--- config.mk ---
export PLATFORM = sky130hd
export DESIGN_NAME = main_memory_arbiter_flat
export DESIGN_NICKNAME = d
export VERILOG_FILES = /design/src/rtl/mem_arb_pkg.sv /design/src/rtl/main_memory_arbiter_if.sv /design/src/rtl/mem_arb_starve_mon.sv /design/src/rtl/main_memory_arbiter.sv /design/src/flat_wrapper.sv
export SDC_FILE = /design/constraint.sdc
export NUM_CORES = 1
export LEC_CHECK = 0
export CAP_MARGIN = 30
export CELL_PAD_IN_SITES_DETAIL_PLACEMENT = 0
export CELL_PAD_IN_SITES_GLOBAL_PLACEMENT = 1
export CORE_ASPECT_RATIO = 1.5
export CORE_MARGIN = 2
export CORE_UTILIZATION = 26
export DETAILED_ROUTE_END_ITERATION = 8
export GPL_TIMING_DRIVEN = 0
export PLACE_DENSITY = 0.82
export SLEW_MARGIN = 20
export SYNTH_ARGS = -nofsm -noshare
export SYNTH_HDL_FRONTEND = slang
export SYNTH_SLANG_ARGS = --single-unit
--- constraint.sdc ---
create_clock -name bus_clk -period 1.6 [get_ports bus_clk]
set_input_delay 0.32 -clock bus_clk [delete_from_list [all_inputs] [get_ports bus_clk]]
set_output_delay 0.32 -clock bus_clk [all_outputs]
set_load 0.03 [all_outputs]
--- src/rtl/mem_arb_pkg.sv ---
// mem_arb_pkg: arbiter state encoding, default widths and the captured loader command type
package mem_arb_pkg;
  localparam int MEM_ADDR_W = 20;
  localparam int MEM_DATA_W = 8;
  typedef enum logic [1:0] {IDLE, PEND, RDATA} state_t;
  typedef struct packed {
    logic                  write;
    logic [MEM_ADDR_W-1:0] address;
    logic [MEM_DATA_W-1:0] wdata;
  } ldr_cmd_t;
endpackage

--- src/rtl/main_memory_arbiter_if.sv ---
// main_memory_arbiter_if: CPU ram bus, loader handshake and block-RAM port of the arbiter
interface main_memory_arbiter_if #(
  parameter int ADDR_W     = 20,
  parameter int CPU_ADDR_W = 21,
  parameter int DATA_W     = 8
);
  logic                  cpu_enable, cpu_write;
  logic [CPU_ADDR_W-1:0] cpu_address;
  logic [DATA_W-1:0]     cpu_wdata, cpu_rdata;
  logic                  ldr_valid, ldr_ready, ldr_write, ldr_done, ldr_rvalid, ldr_starved;
  logic [ADDR_W-1:0]     ldr_address;
  logic [DATA_W-1:0]     ldr_wdata, ldr_rdata;
  logic                  mem_ena, mem_we;
  logic [ADDR_W-1:0]     mem_address;
  logic [DATA_W-1:0]     mem_din, mem_dout;
  modport slave (
    input  cpu_enable, cpu_write, cpu_address, cpu_wdata, ldr_valid, ldr_write, ldr_address, ldr_wdata, mem_dout,
    output cpu_rdata, ldr_ready, ldr_done, ldr_rvalid, ldr_rdata, ldr_starved, mem_ena, mem_we, mem_address, mem_din
  );
  modport master (
    output cpu_enable, cpu_write, cpu_address, cpu_wdata, ldr_valid, ldr_write, ldr_address, ldr_wdata, mem_dout,
    input  cpu_rdata, ldr_ready, ldr_done, ldr_rvalid, ldr_rdata, ldr_starved, mem_ena, mem_we, mem_address, mem_din
  );
endinterface

--- src/rtl/mem_arb_starve_mon.sv ---
// mem_arb_starve_mon: saturating count of loader cycles blocked by the CPU, flagged at STARVE_LIMIT
module mem_arb_starve_mon #(
  parameter int STARVE_LIMIT = 64
) (
  input  logic bus_clk,
  input  logic bus_reset_n,
  input  logic wait_cycle,
  input  logic clear,
  output logic starved
);
  localparam int CW = $clog2(STARVE_LIMIT + 1);
  logic [CW-1:0] count;
  always_ff @(posedge bus_clk or negedge bus_reset_n)
    if (!bus_reset_n) count <= '0;
    else if (clear) count <= '0;
    else if (wait_cycle && count < CW'(STARVE_LIMIT)) count <= count + 1'b1;
  assign starved = count >= CW'(STARVE_LIMIT);
endmodule

--- src/rtl/main_memory_arbiter.sv ---
// main_memory_arbiter: CPU-priority sharing of the main-memory BRAM with a loader/DMA port.
// Define MEM_ARB_STARVE_EN to enable the loader starvation monitor (ldr_starved).
module main_memory_arbiter
  import mem_arb_pkg::*;
#(
  parameter int ADDR_W = MEM_ADDR_W
`ifdef MEM_ARB_STARVE_EN
  , parameter int STARVE_LIMIT = 64
`endif
) (
  input logic                  bus_clk,
  input logic                  bus_reset_n,
  main_memory_arbiter_if.slave bus
);
  state_t   state;
  ldr_cmd_t cmd;
  logic     cpu_rd_q, issue;
  assign issue           = state == PEND && !bus.cpu_enable;
  assign bus.mem_ena     = bus.cpu_enable || state == PEND;
  assign bus.mem_we      = bus.cpu_enable ? bus.cpu_write : state == PEND && cmd.write;
  assign bus.mem_address = bus.cpu_enable ? bus.cpu_address[ADDR_W-1:0] : cmd.address;
  assign bus.mem_din     = bus.cpu_enable ? bus.cpu_wdata : cmd.wdata;
  assign bus.cpu_rdata   = cpu_rd_q ? bus.mem_dout : '0;
  always_ff @(posedge bus_clk or negedge bus_reset_n)
    if (!bus_reset_n) begin
      state          <= IDLE;
      cmd            <= '0;
      cpu_rd_q       <= 1'b0;
      bus.ldr_ready  <= 1'b1;
      bus.ldr_done   <= 1'b0;
      bus.ldr_rvalid <= 1'b0;
      bus.ldr_rdata  <= '0;
    end else begin
      cpu_rd_q       <= bus.cpu_enable && !bus.cpu_write;
      bus.ldr_done   <= issue && cmd.write;
      bus.ldr_rvalid <= state == RDATA;
      case (state)
        IDLE: if (bus.ldr_valid) begin
          cmd           <= {bus.ldr_write, bus.ldr_address, bus.ldr_wdata};
          state         <= PEND;
          bus.ldr_ready <= 1'b0;
        end
        PEND: if (issue) begin
          state         <= cmd.write ? IDLE : RDATA;
          bus.ldr_ready <= cmd.write;
        end
        RDATA: begin
          bus.ldr_rdata <= bus.mem_dout;
          state         <= IDLE;
          bus.ldr_ready <= 1'b1;
        end
        default: state <= IDLE;
      endcase
    end
`ifdef MEM_ARB_STARVE_EN
  mem_arb_starve_mon #(.STARVE_LIMIT(STARVE_LIMIT)) u_starve (
    .bus_clk    (bus_clk),
    .bus_reset_n(bus_reset_n),
    .wait_cycle (state == PEND && bus.cpu_enable),
    .clear      (issue),
    .starved    (bus.ldr_starved)
  );
`else
  assign bus.ldr_starved = 1'b0;
`endif
endmodule
--- src/flat_wrapper.sv ---
// flat-port wrapper written by rule: the top's interface ports become plain ports
module main_memory_arbiter_flat import mem_arb_pkg::*;
#(
  parameter int ADDR_W = MEM_ADDR_W

)
  (bus_clk, bus_reset_n, bus_cpu_enable, bus_cpu_write, bus_cpu_address, bus_cpu_wdata, bus_ldr_valid, bus_ldr_write, bus_ldr_address, bus_ldr_wdata, bus_mem_dout, bus_cpu_rdata, bus_ldr_ready, bus_ldr_done, bus_ldr_rvalid, bus_ldr_rdata, bus_ldr_starved, bus_mem_ena, bus_mem_we, bus_mem_address, bus_mem_din);
  main_memory_arbiter_if #(.ADDR_W(ADDR_W)) bus_i ();
  input logic bus_clk;
  input logic bus_reset_n;
  input wire logic [$bits(bus_i.cpu_enable)-1:0] bus_cpu_enable;
  input wire logic [$bits(bus_i.cpu_write)-1:0] bus_cpu_write;
  input wire logic [$bits(bus_i.cpu_address)-1:0] bus_cpu_address;
  input wire logic [$bits(bus_i.cpu_wdata)-1:0] bus_cpu_wdata;
  input wire logic [$bits(bus_i.ldr_valid)-1:0] bus_ldr_valid;
  input wire logic [$bits(bus_i.ldr_write)-1:0] bus_ldr_write;
  input wire logic [$bits(bus_i.ldr_address)-1:0] bus_ldr_address;
  input wire logic [$bits(bus_i.ldr_wdata)-1:0] bus_ldr_wdata;
  input wire logic [$bits(bus_i.mem_dout)-1:0] bus_mem_dout;
  output wire logic [$bits(bus_i.cpu_rdata)-1:0] bus_cpu_rdata;
  output wire logic [$bits(bus_i.ldr_ready)-1:0] bus_ldr_ready;
  output wire logic [$bits(bus_i.ldr_done)-1:0] bus_ldr_done;
  output wire logic [$bits(bus_i.ldr_rvalid)-1:0] bus_ldr_rvalid;
  output wire logic [$bits(bus_i.ldr_rdata)-1:0] bus_ldr_rdata;
  output wire logic [$bits(bus_i.ldr_starved)-1:0] bus_ldr_starved;
  output wire logic [$bits(bus_i.mem_ena)-1:0] bus_mem_ena;
  output wire logic [$bits(bus_i.mem_we)-1:0] bus_mem_we;
  output wire logic [$bits(bus_i.mem_address)-1:0] bus_mem_address;
  output wire logic [$bits(bus_i.mem_din)-1:0] bus_mem_din;
  assign bus_i.cpu_enable = bus_cpu_enable;
  assign bus_i.cpu_write = bus_cpu_write;
  assign bus_i.cpu_address = bus_cpu_address;
  assign bus_i.cpu_wdata = bus_cpu_wdata;
  assign bus_i.ldr_valid = bus_ldr_valid;
  assign bus_i.ldr_write = bus_ldr_write;
  assign bus_i.ldr_address = bus_ldr_address;
  assign bus_i.ldr_wdata = bus_ldr_wdata;
  assign bus_i.mem_dout = bus_mem_dout;
  assign bus_cpu_rdata = bus_i.cpu_rdata;
  assign bus_ldr_ready = bus_i.ldr_ready;
  assign bus_ldr_done = bus_i.ldr_done;
  assign bus_ldr_rvalid = bus_i.ldr_rvalid;
  assign bus_ldr_rdata = bus_i.ldr_rdata;
  assign bus_ldr_starved = bus_i.ldr_starved;
  assign bus_mem_ena = bus_i.mem_ena;
  assign bus_mem_we = bus_i.mem_we;
  assign bus_mem_address = bus_i.mem_address;
  assign bus_mem_din = bus_i.mem_din;
  main_memory_arbiter #(.ADDR_W(ADDR_W)) u_core (.bus_clk(bus_clk), .bus_reset_n(bus_reset_n), .bus(bus_i));
endmodule
==> summary.txt, run 1 <==
Critical path
  • CP max-delay cell: dfrtp_1
  • Data arrival time of the critical path: 1350 ps
  • Critical Path End Type: primary output
  • Worst-path maximum fanout: 3
  • Max stage delay on crit path: 400 ps
  • Crit path depth: 6
  • Cells along the critical path: inv_2 > ha_4 > nand2_4 > nor2_4 > a21o_1 > buf_6
  • Worst R2R Path Depth: 7
  • Worst endpoint required time: 1280 ps
  • Startpoint Class: flop
  • Buf+Inv Stages, Crit Path: 2
  • CP Class: flop to primary output
  • Critical path's top delay family: flip-flops

CTS
  • CTS buffer count: 5
  • CTS tree: built
  • Clock Latency Late Sink: 280 ps
  • CTS root buffer: clkbuf_16
  • Hold buffers post-CTS: 0
  • Clock sinks: 43
  • Deepest clock path buffer count: 2
  • CTS H-tree lvls: 2
  • Clock transition at path regs: 60 ps

Detailed routing
  • Wire length per cell: 13.4 µm
  • Detailed-route DRC error count: 0
  • Met1 wire length: 1950 µm
  • Post-Route WL: 5210 µm
  • Via count: 1663
  • Routed Antenna Nets: 0
  • Met2 wire len: 2850 µm
  • Uppermost layer routed: met4
  • DRT iter0 DRCs: 26
  • First-pass DRT Iterations: 4
  • Detail Route met3 WL: 360 µm
  • Vias per Instance: 4.28

Die
  • Core area: 8060 µm²
  • Vert. Die Dim: 116 µm
  • Starting density of the core: 26.8%
  • Die ar.: 9080 µm²
  • Chip width: 78.5 µm
  • Site Rows: 40
  • Top Ports: 121

STA
  • Final hold vios: 0
  • Min cycle time layout: 1670 ps
  • Final Cycle Share: 104%
  • Worst hold slack: 21.0 ps
  • RSZ-0062 raised after global routing: true
  • Relative slew slack: 63.6%
  • Max Freq: 600 MHz
  • Final setup margin: -65.4 ps
  • Endpoints failing setup: 2
  • Setup Skew: 4.39 ps
  • Fin. max-slew vios: 0
  • Actual slew at the worst max-slew pin: 546 ps
  • Total negative setup slack: -129 ps

Power and ir drop
  • Register share of total power: 32.3%
  • P per Cell Area: 1610 nW/µm²
  • Comb pwr share: 51.7%
  • Maximum VDD drop: 0.000768 V
  • Sw Ratio: 36.0%
  • Switching power: 2.14 mW
  • Static Leak: 1.67 nW
  • Int Pwr: 3.81 mW
  • Total power: 5.95 mW
  • Clock power frac: 16.0%

Synthesis
  • Synth Net Count: 228
  • Post-synthesis sequential area ratio: 49.8%
  • Distinct cells, synth: 21
  • Cell count after synthesis: 150
  • Syn. warnings: 0
  • Avg Inst Size Synth: 14.4 µm²
  • Cell area after synthesis: 2160 µm²
  • Synth area leader: dfrtp_1
  • FF+latch count, synth: 43
  • Top cells by area, synth: dfrtp_1 49%, mux2_2 30%, mux2_4 6.9%
  • Share of the synthesized area in the top cell type: 48.6%

Finish
  • Leading cell type in the layout, fill and taps excluded: clkdlybuf4s50_1
  • Share of cells above drive strength 1: 49.6%
  • Layout area overhead: 71.2%
  • Final #Nets: 361
  • N_diodes: 0
  • Seq. cell area: 1080 µm²
  • Most frequent cells in the layout: 67 x clkdlybuf4s50_1, 57 x mux2_2, 41 x dfrtp_1, 18 x clkdlybuf4s15_2, 15 x buf_2
  • Multi-input logic area: 1050 µm²
  • Final Core Density: 46.0%
  • Fill cells: 756

Worst hold path
  • Min-delay worst type: primary input to async pin

Run status
  • Outcome: finished, violations left
  • Violated checks: setup timing

GRT
  • GRT Total Usage: 11.8%
  • Pin count of the biggest net entering global routing: 23
  • First-pass GRT wire length: 8420 µm
  • GRT overflow: 0
  • Vias in the first global route: 1811
  • Antenna violations before repair: 0

Placed design
  • GP Congestion: 0.689
  • # port buffers: 117
  • Post-DP HPWL: 3940 µm

Job
  • MaxCap Viol Count: 0
## layer usage
metal / up-vias / GRT usage, %
met5: - / 0
met4: 0 / 3.86
met3: 4 / 3.35
met2: 73 / 22.8
met1: 802 / 12.2
li1: 784 / -
## synthesized netlist by cell type, drive strengths merged
library cell	number
nor2	1
or2	1
a21oi	1
inv	3
nand2b	1
and2	8
dfrtp	42
a22oi	1
a21o	1
dfstp	1
ha	7
buf	9
conb	1
mux2	67
mux2i	1
nand2	2
a221oi	1
nor2b	2
## flip-flops by register name (all words and copies together) (netlist names)
signal,count
u_core.cmd,29
u_core.state,2
u_core.bus.ldr_ready,1
u_core.cpu_rd_q,1
u_core.bus.ldr_rvalid,1
u_core.bus.ldr_rdata,8
u_core.bus.ldr_done,1
## through the flow
step,setup slack [ps],instances,area [µm²]
2_1_floorplan,91.0,150,2160
6_report,-65.4,389,3700
3_5_place_dp,-498,373,3490
5_1_grt,-124,389,3700
3_3_place_gp,-1020,372,3470
4_1_cts,-131,387,3730
## logic make-up (layout without fill, tap and decap cells)
family / count (synthesis) / in the layout / share of synthesized area (%)
AOI/OAI and AO/OA: 4 / 4 / 1.33
adders and majority gates: 7 / 7 / 4.05
buffers and inverters: 12 / 146 / 3.59
DFF: 43 / 43 / 49.8
muxes: 68 / 68 / 37.1
other: 1 / 1 / 0.173
and+or+nand+nor: 15 / 15 / 3.99
## worst register-to-register path: cells and delay by family (launching register included)
kind | cells | cell delay [ps]
DFF | 1 | 400
buffers and inverters | 4 | 540
muxes | 1 | 300
and+or+nand+nor | 1 | 60
adders and majority gates | 1 | 130
## power by group through the flow
| stage | registers [mW] | logic, mW | clock network [mW] |
|---|---|---|---|
| floorplan | 2.11 | 1.74 | 0 |
| global placement | 1.93 | 3.03 | 0 |
| detailed placement | 1.93 | 3.07 | 0 |
| CTS | 1.91 | 3.06 | 0.998 |
| global route | 2.00 | 3.29 | 1.04 |
| finish | 1.92 | 3.07 | 0.955 |
## final timing paths
check                                       startpoint                                  end  slack (ps)
setup reg to reg           u_core.state[1]$_DFFE_PN0P_            u_core.cmd[3]$_DFFE_PN0P_          50
max in group asynchronous                  bus_reset_n          u_core.state[0]$_DFFE_PN0P_        1070
min in group bus_clk                    bus_cpu_enable          u_core.state[1]$_DFFE_PN0P_         460
setup / recovery           u_core.state[1]$_DFFE_PN0P_                           bus_mem_we         -70
hold / removal                             bus_reset_n  u_core.bus.ldr_rdata[7]$_DFFE_PN0N_          20
hold reg to reg             u_core.cmd[10]$_DFFE_PN0P_           u_core.cmd[10]$_DFFE_PN0P_         500
## final cells by class
type	count	share of cell area [%]
plain buffers	9	2.60
clock buffers	7	3.58
clock inverters	1	0.135
inverters	3	0.304
multi-input cells	95	28.4
flip-flops and latches	43	29.1
well taps	105	3.55
repair buffers	126	32.3
## timing repair
action                     4_1_cts  5_1_grt
pin swaps                        1        2
resized for setup              136       45
setup buffers                    6        2
setup endpoints to repair       67       56
Note: power is estimated with default switching activity, not from simulation.
==> run 2, diff against run 1 <==
--- a/config.mk
+++ b/config.mk
@@ -11,8 +11,8 @@
 export CORE_ASPECT_RATIO = 1.5
 export CORE_MARGIN = 2
 export CORE_UTILIZATION = 26
+export CTS_CLUSTER_SIZE = 20
 export DETAILED_ROUTE_END_ITERATION = 8
-export GPL_TIMING_DRIVEN = 0
 export PLACE_DENSITY = 0.82
 export SLEW_MARGIN = 20
 export SYNTH_ARGS = -nofsm -noshare
==> summary.txt, run 2 (same netlist as run 1, synthesis figures left out) <==
Die
  • Starting density of the core: 26.8% (unchanged)
  • Vert. Die Dim: 116 µm (unchanged)
  • Chip width: 78.5 µm (unchanged)
  • Core area: 8060 µm² (unchanged)
  • Die ar.: 9080 µm² (unchanged)
  • Top Ports: 121 (unchanged)
  • Site Rows: 40 (unchanged)

Placed design
  • Post-DP HPWL: 3910 µm (was 3940 µm)
  • Placed insts: 376 (was 373)
  • # port buffers: 118 (was 117)
  • GP Congestion: 0.678 (was 0.689)
  • Post-place setup slack: -732 ps (was -498 ps)
  • Cell Area, Placed: 3530 µm² (was 3490 µm²)

Critical path
  • Data arrival time of the critical path: 1360 ps (was 1350 ps)
  • Critical Path End Type: primary output (unchanged)
  • Worst endpoint required time: 1280 ps (about the same)
  • Startpoint Class: flop (unchanged)
  • CP Class: flop to primary output (unchanged)
  • Worst-path maximum fanout: 4 (was 3)

STA
  • RSZ-0062 raised after global routing: true (unchanged)
  • Final hold vios: 0 (unchanged)
  • Endpoints failing setup: 2 (unchanged)
  • Max Freq: 595 MHz (was 600 MHz)
  • Total negative setup slack: -130 ps (was -129 ps)
  • Min cycle time layout: 1680 ps (was 1670 ps)
  • Final Cycle Share: 105% (was 104%)
  • Setup Skew: 3.18 ps (was 4.39 ps)
  • Worst hold slack: 14.0 ps (was 21.0 ps)
  • Fin. max-slew vios: 0 (unchanged)
  • Final setup margin: -80.1 ps (was -65.4 ps)

Run status
  • Outcome: finished, violations left (unchanged)
  • Violated checks: setup timing (unchanged)

GRT
  • Met1 GRT Util: 13.0% (was 12.2%)
  • M3 GR Usage: 2.65% (was 3.35%)
  • Top Usage Layer GRT: met2 (unchanged)
  • Antenna violations before repair: 0 (unchanged)
  • First-pass GRT wire length: 8320 µm (was 8420 µm)
  • Vias in the first global route: 1718 (was 1811)
  • Met2 GRT Util: 22.1% (was 22.8%)
  • GRT overflow: 0 (unchanged)
  • Pin count of the biggest net entering global routing: 44 (was 23)
  • GRT Total Usage: 11.7% (was 11.8%)

Power and ir drop
  • Static Leak: 1.71 nW (was 1.67 nW)
  • Total power: 6.06 mW (was 5.95 mW)
  • P per Cell Area: 1630 nW/µm² (was 1610 nW/µm²)
  • Maximum VDD drop: 0.000618 V (was 0.000768 V)

Finish
  • Final #Nets: 365 (was 361)
  • Finished Layout Cells: 393 (was 389)
  • Max reg flops: 29 (unchanged)
  • Leading cell type in the layout, fill and taps excluded: clkdlybuf4s50_1 (unchanged)
  • Most flops, register: u_core.cmd (unchanged)
  • Fill cells: 752 (was 756)
  • Layout area overhead: 71.9% (was 71.2%)
  • Finished layout cell area: 3720 µm² (was 3700 µm²)
  • Share of cells above drive strength 1: 49.7% (was 49.6%)
  • Most frequent cells in the layout: 67 x clkdlybuf4s50_1, 57 x mux2_2, 42 x dfrtp_1, 26 x buf_2, 20 x buf_4 (was 67 x clkdlybuf4s50_1, 57 x mux2_2, 41 x dfrtp_1, 18 x clkdlybuf4s15_2, 15 x buf_2)
  • Final Core Density: 46.1% (was 46.0%)
  • N_diodes: 0 (unchanged)
  • Largest regs: u_core.cmd (29), u_core.bus.ldr_rdata (8), u_core.state (2) (unchanged)

CTS
  • Deepest clock path buffer count: 2 (unchanged)
  • Clock Latency Late Sink: 270 ps (was 280 ps)
  • CTS tree: built (unchanged)
  • Clock transition at path regs: 60 ps (about the same)
  • Clock sinks: 43 (unchanged)
  • CTS H-tree lvls: 2 (unchanged)
  • CTS buffer count: 5 (unchanged)
  • CTS root buffer: clkbuf_16 (unchanged)

Detailed routing
  • DRT iter0 DRCs: 27 (was 26)
  • Post-Route WL: 5420 µm (was 5210 µm)
  • Wire length per cell: 13.8 µm (was 13.4 µm)
  • Via count: 1690 (was 1663)
  • Routed Antenna Nets: 0 (unchanged)
  • Detailed-route DRC error count: 0 (unchanged)
  • Vias per Instance: 4.30 (was 4.28)
  • First-pass DRT Iterations: 4 (unchanged)

Worst hold path
  • Min-delay worst type: primary input to async pin (unchanged)

Job
  • MaxCap Viol Count: 0 (unchanged)
==> run 2: worst max-delay path: stages (launching register included) <==
cell	delay (ps)
dfrtp_1	400
buf_6	140
ha_4	160
nand2_4	60
nor2_4	40
a21o_1	160
buf_6	130
==> run 2: routing by layer <==
metal / up-vias / wire length, µm
met5: - / 0
li1: 795 / -
met3: 2 / 316
met4: 0 / 32
met1: 822 / 2020
met2: 71 / 3050
==> run 2: final timing paths <==
check,startpoint,endpoint,slack [ps],depth (start not counted)
hold / removal,bus_reset_n,u_core.bus.ldr_rdata[3]$_DFFE_PN0N_,10,2
min in group bus_clk,u_core.bus.ldr_rdata[6]$_DFFE_PN0N_,u_core.bus.ldr_rdata[6]$_DFFE_PN0N_,500,1
setup / recovery,u_core.state[0]$_DFFE_PN0P_,bus_mem_we,-80,6
hold reg to reg,u_core.bus.ldr_rdata[6]$_DFFE_PN0N_,u_core.bus.ldr_rdata[6]$_DFFE_PN0N_,500,1
setup reg to reg,u_core.state[0]$_DFFE_PN0P_,u_core.state[0]$_DFFE_PN0P_,10,5
max in group asynchronous,bus_reset_n,u_core.bus.ldr_ready$_DFFE_PN1P_,1310,2
==> run 2: layout make-up <==
cell class                      count  area (µm²)  area share [%]
Clock buffer                        8         156            4.21
Inverter                            3        11.3           0.303
Multi-Input combinational cell     95        1050            28.2
Sequential cell                    43        1080            29.0
Tap cell                          105         131            3.53
Timing Repair Buffer              139        1290            34.8
==> run 2: power by group <==
group,total [mW],leakage [nW],internal [mW],switching (mW)
registers,1.91,0.510,1.63,0.284
clock network,1.03,0.0772,0.663,0.367
logic,3.12,1.12,1.62,1.50
total,6.06,1.71,3.91,2.15
==> run 2: timing repair <==
| item | 4_1_cts | 5_1_grt |
|---|---|---|
| resized for setup | 168 | 6 |
| cloned | 1 | 1 |
| endpoints found under the setup margin | 57 | 34 |
| pin swaps | 2 | 2 |
| hold buffers | 0 | 0 |
| setup buffers | 4 | 3 |
==> run 3, diff against run 2 <==
--- a/config.mk
+++ b/config.mk
@@ -8,12 +8,12 @@
 export CAP_MARGIN = 30
 export CELL_PAD_IN_SITES_DETAIL_PLACEMENT = 0
 export CELL_PAD_IN_SITES_GLOBAL_PLACEMENT = 1
-export CORE_ASPECT_RATIO = 1.5
 export CORE_MARGIN = 2
 export CORE_UTILIZATION = 26
 export CTS_CLUSTER_SIZE = 20
 export DETAILED_ROUTE_END_ITERATION = 8
 export PLACE_DENSITY = 0.82
+export RECOVER_POWER = 100
 export SLEW_MARGIN = 20
 export SYNTH_ARGS = -nofsm -noshare
 export SYNTH_HDL_FRONTEND = slang
==> summary.txt, run 3 (same netlist as run 1, synthesis figures left out) <==
Run status
  • Outcome: finished, violations left (unchanged)
  • Violated checks: setup timing (unchanged)

STA
  • Final hold vios: 0 (unchanged)
  • Final Cycle Share: 106% (was 105%)
  • Endpoints failing setup: 16 (was 2)
  • Min cycle time layout: 1700 ps (was 1680 ps)
  • Worst hold slack: 503 ps (was 14.0 ps)
  • Setup Skew: 5.85 ps (was 3.18 ps)
  • Fin. max-slew vios: 0 (unchanged)
  • RSZ-0062 raised after global routing: true (unchanged)
  • Relative slew slack: 43.0%
  • Max Freq: 590 MHz (was 595 MHz)
  • Total negative setup slack: -775 ps (was -130 ps)
  • Final setup margin: -95.8 ps (was -80.1 ps)
  • Actual slew at the worst max-slew pin: 855 ps

Worst hold path
  • Hold Crit Depth: 1
  • Worst-case hold path end point: u_core.bus.ldr_rdata[0]$_DFFE_PN0N_
  • Min-delay worst type: flop to flop (was primary input to async pin)
  • HP Start: u_core.bus.ldr_rdata[0]$_DFFE_PN0N_

Detailed routing
  • Detailed-route DRC error count: 0 (unchanged)
  • Vias per Instance: 4.34 (was 4.30)
  • Via count: 1715 (was 1690)
  • Routed Antenna Nets: 0 (unchanged)
  • Wire length per cell: 14.9 µm (was 13.8 µm)
  • First-pass DRT Iterations: 4 (unchanged)
  • Post-Route WL: 5870 µm (was 5420 µm)
  • DRT iter0 DRCs: 18 (was 27)

Placed design
  • Post-place setup slack: -734 ps (was -732 ps)
  • GP Congestion: 0.685 (was 0.678)
  • Post-DP HPWL: 3970 µm (was 3910 µm)
  • # port buffers: 118 (unchanged)
  • Placed insts: 375 (was 376)
  • Cell Area, Placed: 3490 µm² (was 3530 µm²)

GRT
  • GRT overflow: 0 (unchanged)
  • Vias in the first global route: 1762 (was 1718)
  • GRT Total Usage: 13.0% (was 11.7%)
  • Pin count of the biggest net entering global routing: 21 (was 44)
  • Antenna violations before repair: 0 (unchanged)
  • First-pass GRT wire length: 8870 µm (was 8320 µm)

Finish
  • Final Core Density: 46.3% (was 46.1%)
  • Final #Nets: 368 (was 365)
  • Largest regs: u_core.cmd (29), u_core.bus.ldr_rdata (8), u_core.state (2) (unchanged)
  • Max reg flops: 29 (unchanged)
  • Fill cells: 759 (was 752)
  • Finished Layout Cells: 395 (was 393)
  • Most frequent cells in the layout: 66 x clkdlybuf4s50_1, 43 x mux2_2, 42 x dfrtp_1, 24 x mux2_4, 19 x buf_4 (was 67 x clkdlybuf4s50_1, 57 x mux2_2, 42 x dfrtp_1, 26 x buf_2, 20 x buf_4)
  • N_diodes: 0 (unchanged)
  • Leading cell type in the layout, fill and taps excluded: clkdlybuf4s50_1 (unchanged)
  • Finished layout cell area: 3770 µm² (was 3720 µm²)
  • Layout area overhead: 74.1% (was 71.9%)
  • Most flops, register: u_core.cmd (unchanged)
  • Share of cells above drive strength 1: 49.3% (was 49.7%)

CTS
  • CTS root buffer: clkbuf_8 (was clkbuf_16)
  • CTS tree: built (unchanged)
  • Clock transition at path regs: 80 ps (was 60 ps)
  • Deepest clock path buffer count: 2 (unchanged)
  • CTS buffer count: 5 (unchanged)
  • Clock sinks: 43 (unchanged)
  • CTS H-tree lvls: 2 (unchanged)
  • Clock Latency Late Sink: 290 ps (was 270 ps)

Job
  • MaxCap Viol Count: 0 (unchanged)

Critical path
  • Worst-path maximum fanout: 2 (was 4)
  • Worst endpoint required time: 1280 ps (about the same)
  • R2r setup slk: -60 ps (was 10 ps)
  • Startpoint Class: flop (unchanged)
  • Worst flop-to-flop path startpoint: u_core.state[1]$_DFFE_PN0P_ (was u_core.state[0]$_DFFE_PN0P_)
  • Worst R2R Path Depth: 8 (was 5)
  • Reg2Reg Capture Point: u_core.cmd[6]$_DFFE_PN0P_ (was u_core.state[0]$_DFFE_PN0P_)
  • Critical Path End Type: primary output (unchanged)
  • CP Class: flop to primary output (unchanged)
  • Data arrival time of the critical path: 1380 ps (was 1360 ps)

Power and ir drop
  • Static Leak: 1.75 nW (was 1.71 nW)
  • Maximum VDD drop: 0.000594 V (was 0.000618 V)
  • Total power: 6.09 mW (was 6.06 mW)
  • P per Cell Area: 1620 nW/µm² (was 1630 nW/µm²)

Die
  • Starting density of the core: 26.6% (was 26.8%)
  • Vert. Die Dim: 95.2 µm (was 116 µm)
  • Top Ports: 121 (unchanged)
  • Chip width: 95.2 µm (was 78.5 µm)
  • Core area: 8130 µm² (was 8060 µm²)
  • Die ar.: 9070 µm² (was 9080 µm²)
  • Site Rows: 33 (was 40)
[run 3: cell count changes in the layout (fill, tap and decap cells not counted), sizes merged, moves of 2 or more]
cell           before  now
buf                57   38
clkbuf              9   22
clkdlybuf4s15       3    8
dlygate4sd3         0    2
[run 3: report_power, final]
part | total [mW] | internal (mW) | switching, mW
Clock | 0.798 | 0.457 | 0.340
Sequential | 1.93 | 1.62 | 0.300
Combinational | 3.37 | 1.79 | 1.58
[run 3: repair_timing]
action                     in CTS  in global routing
gates resized for setup       153                 33
hold buffers                    1                  0
gates cloned                    4                  1
setup buffers                   6                  1
pin swaps                       2                  3
hold endpoints to repair       15                  0
setup endpoints to repair      59                 46
[run 3: layer usage]
metal  part of all wire [%]  track usage, %
met5                      0               0
met4                   0.94            3.26
met3                    8.5            3.72
met2                     49            22.2
met1                     41            16.0
[run 3: layout make-up]
cell class	count	area [µm²]	area share, %
sequential	43	1080	28.6
timing repair buffer	142	1340	35.4
inverter	3	11.3	0.299
clock inverter	1	30.0	0.797
tap	105	131	3.49
clock buffer	6	72.6	1.93
multi-input combinational	95	1110	29.4
[run 3: worst max-delay path by stage]
stage / from / endpoint / slack (ps)
floorplan: u_core.state[0]$_DFFE_PN0P_ / u_core.cmd[0]$_DFFE_PN0P_ / 90
global placement: bus_cpu_enable / bus_mem_address[16] / -740
detailed placement: bus_cpu_enable / bus_mem_address[4] / -730
CTS: u_core.state[1]$_DFFE_PN0P_ / bus_mem_we / -130
global route: u_core.state[1]$_DFFE_PN0P_ / bus_mem_we / -170
finish: u_core.state[1]$_DFFE_PN0P_ / bus_mem_we / -100
[run 3: critical path, stage by stage (launching register included)]
cell     delay (ps)
dfrtp_1         370
inv_2            50
buf_6           120
ha_4            150
nand2_4          60
nor2_4           30
a21o_1          170
buf_6           140
